[config.mk]
export PLATFORM = sky130hd
export DESIGN_NAME = shift_rotate_unit
export DESIGN_NICKNAME = d
export VERILOG_FILES = /design/src/rtl/shift_rotate_unit_pkg.sv /design/src/rtl/shift_rotate_unit_step.sv /design/src/rtl/shift_rotate_unit.sv
export SDC_FILE = /design/constraint.sdc
export NUM_CORES = 1
export LEC_CHECK = 0
export CAP_MARGIN = 25
export CORE_ASPECT_RATIO = 0.6
export CORE_MARGIN = 4
export CORE_UTILIZATION = 50
export DETAILED_ROUTE_END_ITERATION = 8
export PLACE_DENSITY = 0.71
export REMOVE_ABC_BUFFERS = 1
export SETUP_SLACK_MARGIN = 0.05
export SLEW_MARGIN = 20
export SYNTH_ARGS = -nofsm -noshare
export SYNTH_HDL_FRONTEND = slang
export SYNTH_HIERARCHICAL = 1
export SYNTH_SLANG_ARGS = --single-unit
[constraint.sdc]
create_clock -name clk -period 3.6 [get_ports clk]
set_input_delay 0.54 -clock clk [delete_from_list [all_inputs] [get_ports clk]]
set_output_delay 0.54 -clock clk [all_outputs]
set_load 0.02 [all_outputs]
[src/rtl/shift_rotate_unit_pkg.sv]
// Shared definitions for the shift/rotate unit: op and state encodings plus
// small decode helpers used by the unit and by the ALU control decoder.
package shift_pkg;

  // Mode encodings as driven on the op port.
  localparam logic [2:0] OP_ENC_SHR  = 3'b000;
  localparam logic [2:0] OP_ENC_SHRA = 3'b001;
  localparam logic [2:0] OP_ENC_SHL  = 3'b010;
  localparam logic [2:0] OP_ENC_ROR  = 3'b011;
  localparam logic [2:0] OP_ENC_ROL  = 3'b100;

  typedef enum logic [2:0] {
    OP_SHR  = OP_ENC_SHR,
    OP_SHRA = OP_ENC_SHRA,
    OP_SHL  = OP_ENC_SHL,
    OP_ROR  = OP_ENC_ROR,
    OP_ROL  = OP_ENC_ROL
  } op_t;

  typedef enum logic [1:0] {
    IDLE = 2'd0,
    RUN  = 2'd1,
    DONE = 2'd2
  } state_t;

  // Encodings above ROL are reserved and complete immediately as illegal.
  function automatic logic op_is_legal(input logic [2:0] op);
    return op <= OP_ENC_ROL;
  endfunction

  function automatic logic op_is_rotate(input logic [2:0] op);
    return (op == OP_ENC_ROR) || (op == OP_ENC_ROL);
  endfunction

endpackage

[src/rtl/shift_rotate_unit_step.sv]
// Combinational single-step shifter: moves the working value by k (0..STEP)
// positions in the selected mode. Arithmetic fill uses the sign bit captured
// at start, not the current working value.
module shift_step
  import shift_pkg::*;
#(
  parameter  int WIDTH = 32,
  parameter  int STEP  = 4,
  localparam int K_W   = $clog2(STEP + 1)
) (
  input  logic [WIDTH-1:0] i_value,
  input  op_t              i_op,
  input  logic [K_W-1:0]   i_k,
  input  logic             i_sign,
  output logic [WIDTH-1:0] o_value
);

  logic [WIDTH-1:0] w_sign_mask;

  // High-order positions vacated by a right shift of k.
  assign w_sign_mask = ~({WIDTH{1'b1}} >> i_k);

  // Select the per-mode shift of the working value.
  always_comb begin
    // NOTE: default assignment first so every path drives o_value and no latch is inferred.
    o_value = i_value;
    case (i_op)
      OP_SHR:  o_value = i_value >> i_k;
      OP_SHRA: o_value = (i_value >> i_k) | (i_sign ? w_sign_mask : '0);
      OP_SHL:  o_value = i_value << i_k;
      OP_ROR:  o_value = (i_value >> i_k) | (i_value << (WIDTH - int'(i_k)));
      OP_ROL:  o_value = (i_value << i_k) | (i_value >> (WIDTH - int'(i_k)));
      default: o_value = i_value;
    endcase
  end

endmodule

[src/rtl/shift_rotate_unit.sv]
// Multi-cycle shift/rotate unit. A start in IDLE or DONE latches the operand,
// mode and effective count; RUN shifts up to STEP positions per clock until the
// count is exhausted, then DONE presents the result for one cycle.
module shift_rotate_unit
  import shift_pkg::*;
#(
  parameter  int WIDTH = 32,
  parameter  int STEP  = 4,
  localparam int AMT_W = $clog2(WIDTH) + 1
) (
  input  logic             clk,
  input  logic             clr,
  input  logic             start,
  input  logic [2:0]       op,
  input  logic [WIDTH-1:0] a,
  input  logic [31:0]      amt,
  output logic [WIDTH-1:0] result,
  output logic             busy,
  output logic             done,
  output logic             illegal
);

  localparam int K_W  = $clog2(STEP + 1);
  localparam int SH_W = $clog2(WIDTH);

  state_t           r_state;
  op_t              r_op;
  logic [WIDTH-1:0] r_value;
  logic             r_sign;
  logic [AMT_W-1:0] r_count;
  logic [WIDTH-1:0] r_result;
  logic             r_busy;
  logic             r_done;
  logic             r_illegal;

  logic             w_legal;
  logic [AMT_W-1:0] w_n;
  logic [K_W-1:0]   w_k;
  logic [WIDTH-1:0] w_step;

  assign w_legal = op_is_legal(op);

  // Effective count: rotates wrap modulo WIDTH, shifts saturate at WIDTH
  // (judged on all 32 amount bits), illegal ops do no work.
  always_comb begin
    w_n = '0;
    if (!w_legal) begin
      w_n = '0;
    end else if (op_is_rotate(op)) begin
      w_n = {1'b0, amt[SH_W-1:0]};
    end else if (amt >= 32'(WIDTH)) begin
      w_n = AMT_W'(WIDTH);
    end else begin
      w_n = amt[AMT_W-1:0];
    end
  end

  // This clock's step size: a full STEP, or whatever remains.
  assign w_k = (r_count > AMT_W'(STEP)) ? K_W'(STEP) : r_count[K_W-1:0];

  shift_step #(
    .WIDTH (WIDTH),
    .STEP  (STEP)
  ) u_step (
    .i_value (r_value),
    .i_op    (r_op),
    .i_k     (w_k),
    .i_sign  (r_sign),
    .o_value (w_step)
  );

  // Control FSM with the working datapath and registered outputs.
  always_ff @(posedge clk or posedge clr) begin
    // NOTE: non-blocking assignments so every register samples pre-edge values.
    if (clr) begin
      r_state   <= IDLE;
      r_op      <= OP_SHR;
      r_value   <= '0;
      r_sign    <= 1'b0;
      r_count   <= '0;
      r_result  <= '0;
      r_busy    <= 1'b0;
      r_done    <= 1'b0;
      r_illegal <= 1'b0;
    end else begin
      case (r_state)
        RUN: begin
          r_value <= w_step;
          r_count <= r_count - AMT_W'(w_k);
          if (r_count == AMT_W'(w_k)) begin
            r_result  <= w_step;
            r_illegal <= 1'b0;
            r_busy    <= 1'b0;
            r_done    <= 1'b1;
            r_state   <= DONE;
          end
        end
        default: begin
          // IDLE and DONE both accept a new start; otherwise settle in IDLE.
          r_done  <= 1'b0;
          r_state <= IDLE;
          if (start) begin
            if (w_n == '0) begin
              r_result  <= a;
              r_illegal <= !w_legal;
              r_done    <= 1'b1;
              r_state   <= DONE;
            end else begin
              r_value <= a;
              r_op    <= op_t'(op);
              r_sign  <= a[WIDTH-1];
              r_count <= w_n;
              r_busy  <= 1'b1;
              r_state <= RUN;
            end
          end
        end
      endcase
    end
  end

  assign result  = r_result;
  assign busy    = r_busy;
  assign done    = r_done;
  assign illegal = r_illegal;

endmodule

==> results of run 1 <==
## final cells by class
type / instances / area [sq um] / share of cell area, %
clock buffer: 11 / 253 / 2.31
inverter: 78 / 297 / 2.71
sequential: 78 / 1950 / 17.8
multi-input combinational: 747 / 6490 / 59.2
clock inverter: 5 / 56.3 / 0.514
tap: 240 / 300 / 2.74
timing repair buffer: 172 / 1610 / 14.7
## cells in the mapped netlist, types with 19 or more instances
master    number  share of area (%)
a21oi_1       27                1.4
a31oi_1       29                1.9
buf_2         28                1.5
clkbuf_1      62                2.5
dfrtp_1       78                 21
inv_1         75                3.0
mux2_2        47                5.7
mux2i_1      191                 21
mux4_2        58                 14
nand2_1       53                2.1
nor2_1        93                3.7
nor3_1        19                1.0
o21ai_0       38                2.0
## flip-flops by register name, summed over array words and instances (netlist names)
register  cells
r_state       2
r_value      32
r_count       6
illegal       1
r_op          3
result       32
r_sign        1
busy          1
## worst reg2reg max path, stage by stage, from the launching register on
cell	delay, ns
dfrtp_1	0.39
nor4_2	0.27
buf_4	0.16
and2_4	0.16
inv_1	0.08
ha_4	0.16
inv_1	0.08
ha_2	0.33
mux4_2	0.45
mux2_2	0.36
a21oi_1	0.17
nor2_1	0.05
o32a_1	0.31
mux2i_1	0.18
mux2i_1	0.09
## what timing repair did
| item | 4_1_cts | 5_1_grt |
|---|---|---|
| hold endpoints to repair | 0 | 0 |
| resized for setup | 0 | 7 |
| hold buffers | 0 | 0 |
| endpoints found under the setup margin | 0 | 34 |
## kinds of logic after synthesis
logic type / count (synthesis) / share of synthesized area (%)
AO/OA/AOI/OAI: 218 / 16.6
flip-flops: 78 / 20.9
adder cells (fa/ha/maj): 6 / 0.805
XOR/XNOR: 1 / 0.0940
AND/OR/NAND/NOR: 225 / 11.3
buffers and inverters: 196 / 9.99
other: 1 / 0.0402
multiplexers: 296 / 40.2
## per-stage QoR
stage / setup TNS (ns) / cells / hold WS [ns]
2_1_floorplan: -302.07 / 903 / 0.501
3_3_place_gp: 0 / 1315 / 0.507
3_5_place_dp: 0 / 1315 / 0.512
4_1_cts: 0 / 1331 / 0.424
5_1_grt: 0 / 1331 / 0.460
6_report: 0 / 1331 / 0.422
## routing by layer
layer / vias to the layer above / wire [microns] / GRT usage, %
met5: - / 0 / 2.35
met4: 0 / 933 / 7.09
met3: 99 / 5800 / 13.7
met2: 759 / 13700 / 44.3
met1: 4400 / 15500 / 51.3
li1: 3949 / - / -
## how the worst min path moves through the flow
stage | from | end | slack, ns | depth (start not counted)
4_1_cts | clr | r_value[12] | 0.42 | 2
6_report | clr | r_value[12] | 0.42 | 2
5_1_grt | clr | r_value[12] | 0.46 | 2
3_3_place_gp | result[17] | result[17] | 0.51 | 2
2_1_floorplan | r_count[0] | r_count[0] | 0.50 | 1
3_5_place_dp | result[31] | result[31] | 0.51 | 2
## placed cells by master (no fill, tap or decap), types with 5 or more instances in the layout
cell type and count:
a21oi_1 27, nor4_2 5, nand2_1 52, buf_4 62, clkbuf_16 9, nand2b_1 6
nand3b_1 6, nor2_1 93, a22oi_1 5, mux2i_1 191, o2111ai_1 5, inv_1 73
a211oi_1 15, o21ai_0 38, o2bb2ai_1 5, a2bb2oi_1 5, dfrtp_1 78, mux4_2 58
nor3_1 19, clkdlybuf4s50_1 104, o32a_1 8, o221ai_1 5, nor2b_1 5, o211ai_1 13
a31oi_1 29, mux2_2 47, nand3_1 11, a221oi_1 5, o22ai_1 6
==> impl_metrics.ini, run 1 <==
[outcome]
outcome = finished clean

[die]
die-area_sq_um = 21000
rows = 38
start_util_pct = 51.3
die_height_microns = 114
coreArea_sq_um = 18200
die_w_microns = 184
io_pins = 105

[global_route]
grt_usage_pct = 33.7
grt-ovfl-total = 0
grt_max_degree = 85
grt_pass1_vias = 8837
grt_first_pass_wirelength_microns = 54400
antenna_found_initial = 0

[finish]
num_antenna_cells = 0
fill_cells = 1585
finalInstanceArea_sq_um = 11000
fin_util_pct = 60.3
nets = 1162
syn2layout_area_growth_pct = 17.5
drive_above_1_share_pct = 19.8

[logic_synthesis]
ys_seq_elements = 78
synth_area_per_cell_sq_um = 9.13
synthesis.instances = 1021
netlist_area_sq_um = 9320
ys_seq_area_share_pct = 20.9
synth_warnings = 6
synth-edff-count = 0
ys.flop_type = dfrtp_1
synth_async_sr_flop_share_pct = 100
yosysUniqueCellTypes = 74

[clock_network]
path_clk_slew_ns = 0.06
clock_latency_ns = 0.36
clock_path_buffers = 2
cts_buffers = 9
clock_sinks = 78
htreeDepth = 3
cts_tree = built
root_buffer = clkbuf_16
cts_setup_buffers = 0

[route]
via_per_inst = 6.92
route.detailed.drc = 0
ant_nets = 0
wl_per_cell_microns = 26.9
first_pass_iters = 6
routed_wirelength_microns = 35900
drt_iter0_drc = 1506
dr_total_vias = 9207

[worst_setup_path]
slowest_stage = mux4_2
crit_path_max_incr_delay_ns = 0.45
start_kind = flip-flop
r2r-end = result[31]
cp_num_buf_inv = 3
crit_end = result[31]
cp.required_ns = 3.83
crit_start = r_count[5]
cp.depth = 14
cp-end-kind = flip-flop
reg2reg_from = r_count[5]
arrival_ns = 3.60
cp_cell_sequence = nor4_2 > buf_4 > and2_4 > inv_1 > ha_4 > inv_1 > ha_2 > mux4_2 > mux2_2 > a21oi_1 > nor2_1 > o32a_1 > mux2i_1 > mux2i_1
crit_family = multiplexers
rr_worst_depth = 14
crit_type = reg2reg
crit_fanout = 6
r2r_slack_ns = 0.23

[timing]
fin_skew_ns = 0.00811
final.setup.worst_slack_ns = 0.229
final_hold_viol_count = 0
layout_min_cycle_time_ns = 3.37
max_freq_ghz = 0.297
slew-limit-headroom_pct = 48.7
period_share_pct = 93.6
rsz0062_at_grt = false
drv_slew = 0
worst_pin_slew_ns = 0.770
setup_violations = 0

[job]
drv_cap = 0

[placed_design]
placed_area_sq_um = 10600
gp_congestion = 1.05
dp_slack_ns = 0.200
io_buffers = 104
hpwl_microns = 25300

[hold_path]
hp-class = in2async
Power of run 1 is left out: the tool's default activity adds up to more than one toggle a clock period on the data nets, which glitch-free logic cannot reach.
==> run 2: changes to the inputs <==
--- a/config.mk
+++ b/config.mk
@@ -10,7 +10,7 @@
 export CORE_MARGIN = 4
 export CORE_UTILIZATION = 50
 export DETAILED_ROUTE_END_ITERATION = 8
-export PLACE_DENSITY = 0.71
+export PLACE_DENSITY = 0.68
 export REMOVE_ABC_BUFFERS = 1
 export SETUP_SLACK_MARGIN = 0.05
 export SLEW_MARGIN = 20
==> constraint.sdc (replaced) <==
create_clock -name clk -period 4.1 [get_ports clk]
set_input_delay 0.615 -clock clk [delete_from_list [all_inputs] [get_ports clk]]
set_output_delay 0.615 -clock clk [all_outputs]
set_load 0.02 [all_outputs]
==> impl_metrics.ini, run 2 (synthesis results as in run 1) <==
[timing]
hold_slack_ns = 0.467
drv_slew = 0
worst_pin_slew_ns = 0.878
fin_skew_ns = 0.00652
rsz0062_at_grt = false
layout_min_cycle_time_ns = 3.69
max_freq_ghz = 0.271
final_hold_viol_count = 0
period_share_pct = 89.9
slew-limit-headroom_pct = 41.3
setup_violations = 0

[clock_network]
cts_tree = built
clock_path_buffers = 2
clock_latency_ns = 0.37
htreeDepth = 3
clock_sinks = 78
root_buffer = clkbuf_16
cts_buffers = 9
path_clk_slew_ns = 0.06

[finish]
nets = 1150
final-seq-area_sq_um = 1950
finalInstanceArea_sq_um = 10900
drive_above_1_share_pct = 18.7
most-common-layout-cells = mux2i_1, clkdlybuf4s50_1, nor2_1
layout.cells.non_filler = 1319
multi_input_area_sq_um = 6470
num_antenna_cells = 0
fill_cells = 1612
syn2layout_area_growth_pct = 16.8
final_common_cell = mux2i_1

[route]
first_pass_iters = 8
route.detailed.drc = 0
dr_wl_met3_microns = 5500
wl_per_cell_microns = 26.9
via_per_inst = 6.86
routed_wirelength_microns = 35500
ant_nets = 0
route.met2.wl_microns = 13400
top_layer_used = met4
dr_total_vias = 9053
wl_met1_microns = 15700
drt_iter0_drc = 1621

[worst_setup_path]
slowest_stage = ha_2
crit_type = reg2reg
cp-end-kind = flip-flop
rr_worst_depth = 12
r2r_slack_ns = 0.41
cp.depth = 12
arrival_ns = 3.90
r2r-end = r_value[18]
crit_top_cell = mux2i_1
cp_cell_sequence = nor4_2 > and2_4 > inv_1 > ha_2 > buf_4 > mux2i_1 > mux2_2 > o311ai_1 > a211oi_1 > a31oi_1 > mux2i_1 > mux2i_1
cp.required_ns = 4.32
crit_fanout = 12
crit_path_max_incr_delay_ns = 0.55
crit_family = multiplexers
start_kind = flip-flop
cp_num_buf_inv = 2
reg2reg_from = r_count[2]

[die]
die-area_sq_um = 21000
die_w_microns = 184
rows = 38
start_util_pct = 51.3
die_height_microns = 114
coreArea_sq_um = 18200
io_pins = 105

[global_route]
grt-ovfl-total = 0
grt_pass1_vias = 8670
antenna_found_initial = 0
grt_max_degree = 85
grt_first_pass_wirelength_microns = 54000
grt_usage_pct = 33.7

[placed_design]
io_buffers = 104
placed_area_sq_um = 10500
hpwl_microns = 25700
dp.cells = 1303
gp_congestion = 1.07

[hold_path]
hp-class = in2async

[job]
drv_cap = 0

[outcome]
outcome = finished clean
## run 2: layout make-up
type                       count  share of cell area [%]
sequential                    78                    17.9
timing repair buffer         160                    13.9
tap                          240                    2.76
clock inverter                 6                    1.07
clock buffer                  10                    2.20
inverter                      78                    2.72
multi-input combinational    747                    59.4
## run 2: through the flow
stage          utilization [%]  worst slack, ns  setup TNS [ns]
2_1_floorplan                -            -4.79         -269.19
3_3_place_gp              57.9            0.417               0
3_5_place_dp              57.9            0.343               0
4_1_cts                   59.9            0.336               0
5_1_grt                   59.9            0.165               0
6_report                  59.9            0.415               0
## run 2: how the worst max path moves through the flow
stage / startpoint / endpoint / slack, ns
final: r_count[2] / r_value[18] / 0.41
after floorplan: r_count[5] / r_value[28] / -4.79
after global routing: r_count[5] / r_value[15] / 0.17
after CTS: r_count[2] / r_value[17] / 0.34
after global placement: r_count[2] / result[1] / 0.42
after detailed placement: r_count[2] / r_value[17] / 0.34
## run 2: per-layer routing
metal / vias up / GRT usage, %
li1: 3914 / -
met1: 4387 / 51.3
met2: 672 / 43.2
met3: 80 / 14.9
met4: 0 / 7.48
met5: - / 0
## run 2: timing repair
item                                    CTS  global route
gates resized for setup                   0             2
hold buffers                              0             0
endpoints found under the setup margin    0             9
buffers inserted                          0             0
Power of run 2 is left out for the same reason.
==> run 3: changes to the inputs <==
--- a/config.mk
+++ b/config.mk
@@ -10,6 +10,7 @@
 export CORE_MARGIN = 4
 export CORE_UTILIZATION = 50
 export DETAILED_ROUTE_END_ITERATION = 8
+export GPL_TIMING_DRIVEN = 0
 export PLACE_DENSITY = 0.68
 export REMOVE_ABC_BUFFERS = 1
 export SETUP_SLACK_MARGIN = 0.05
==> impl_metrics.ini, run 3 (synthesis results as in run 1) <==
[outcome]
outcome = finished clean

[timing]
rsz0062_at_grt = false
worst_pin_slew_ns = 0.986
fin_skew_ns = 0.00804
slew-limit-headroom_pct = 34.1
period_share_pct = 96.8
final_hold_viol_count = 0
drv_slew = 0
setup_violations = 0
layout_min_cycle_time_ns = 3.97
final.setup.worst_slack_ns = 0.131
max_freq_ghz = 0.252

[finish]
nets = 1138
num_antenna_cells = 0
syn2layout_area_growth_pct = 17.3
drive_above_1_share_pct = 18.8
most-common-layout-cells = mux2i_1, clkdlybuf4s50_1, nor2_1
multi_input_area_sq_um = 6580
final_common_cell = mux2i_1
final-seq-area_sq_um = 1950
fill_cells = 1589

[clock_network]
htreeDepth = 3
path_clk_slew_ns = 0.06
cts_buffers = 9
clock_latency_ns = 0.36
root_buffer = clkbuf_16
cts_tree = built
clock_path_buffers = 2
clock_sinks = 78

[route]
dr_total_vias = 9164
routed_wirelength_microns = 35300
drt_iter0_drc = 1602
first_pass_iters = 7
ant_nets = 0
route.detailed.drc = 0
wl_per_cell_microns = 27.0
via_per_inst = 7.01

[worst_setup_path]
cp_cell_sequence = nor4_4 > buf_4 > and2_4 > inv_1 > ha_4 > buf_4 > mux2i_1 > mux2i_1 > mux2i_1 > o221ai_1 > o32a_1 > mux2i_1 > mux2i_1
arrival_ns = 4.18
crit_path_max_incr_delay_ns = 0.48
crit_family = multiplexers
crit_fanout = 12
slowest_stage = dfrtp_1
crit_type = reg2reg
cp_num_buf_inv = 3
start_kind = flip-flop
cp.required_ns = 4.31
crit_top_cell = mux2i_1
cp-end-kind = flip-flop

[hold_path]
hp-class = reg2reg

[die]
start_util_pct = 51.3
die_w_microns = 184
io_pins = 105
die_height_microns = 114
coreArea_sq_um = 18200
rows = 38
die-area_sq_um = 21000

[global_route]
grt-ovfl-total = 0
grt_pass1_vias = 8580
antenna_found_initial = 0
grt_max_degree = 73
grt_usage_pct = 32.9
grt_first_pass_wirelength_microns = 53100

[placed_design]
hpwl_microns = 23000
io_buffers = 104
gp_congestion = 1.02
dp_slack_ns = -1.28

[job]
drv_cap = 0
-- run 3: metrics by stage --
stage | std cells | util [%] | hold WS [ns] | instance area, sq um | TNS, ns
after global routing | 1307 | 60.2 | 0.517 | 10900 | 0
after detailed placement | 1258 | 56.8 | 0.492 | 10300 | -58.27
after CTS | 1294 | 59.5 | 0.506 | 10800 | 0
after global placement | 1247 | 55.2 | 0.488 | 10000 | -466.75
final | 1307 | 60.2 | 0.499 | 10900 | 0
after floorplan | 903 | - | 0.501 | 8680 | -269.19
-- run 3: path summary, 6_finish.rpt --
path,start,end,slack [ns],depth (start not counted)
max reg2reg,r_count[3],r_value[4],0.13,13
max in group asynchronous,clr,r_value[3],2.88,3
min,illegal,illegal,0.50,1
min in group asynchronous,clr,result[13],0.61,2
min reg2reg,illegal,illegal,0.50,1
max,r_count[3],r_value[4],0.13,13
-- run 3: cell type report --
class / instances / area share, %
multi-input combinational: 751 / 60.1
sequential: 78 / 17.8
timing repair buffer: 143 / 13.7
inverter: 78 / 2.96
tap: 240 / 2.75
clock buffer: 10 / 2.19
clock inverter: 6 / 0.343
timing repair inverter: 1 / 0.0458
-- run 3: layer usage --
metal / up-vias / global-route usage [%] / routed length, microns
li1: 3892 / - / -
met1: 4422 / 49.4 / 14900
met2: 745 / 43.3 / 13700
met3: 105 / 15.2 / 5900
met4: 0 / 6.01 / 786
met5: - / 0 / 0
-- run 3: repair_timing --
action                                  4_1_cts  5_1_grt
cloned                                        4        1
resized for setup                            13        8
hold buffers                                  0        0
endpoints found under the setup margin       64       56
buffers inserted                             16       11
pin swaps                                     5        0
Power of run 3 is left out for the same reason.
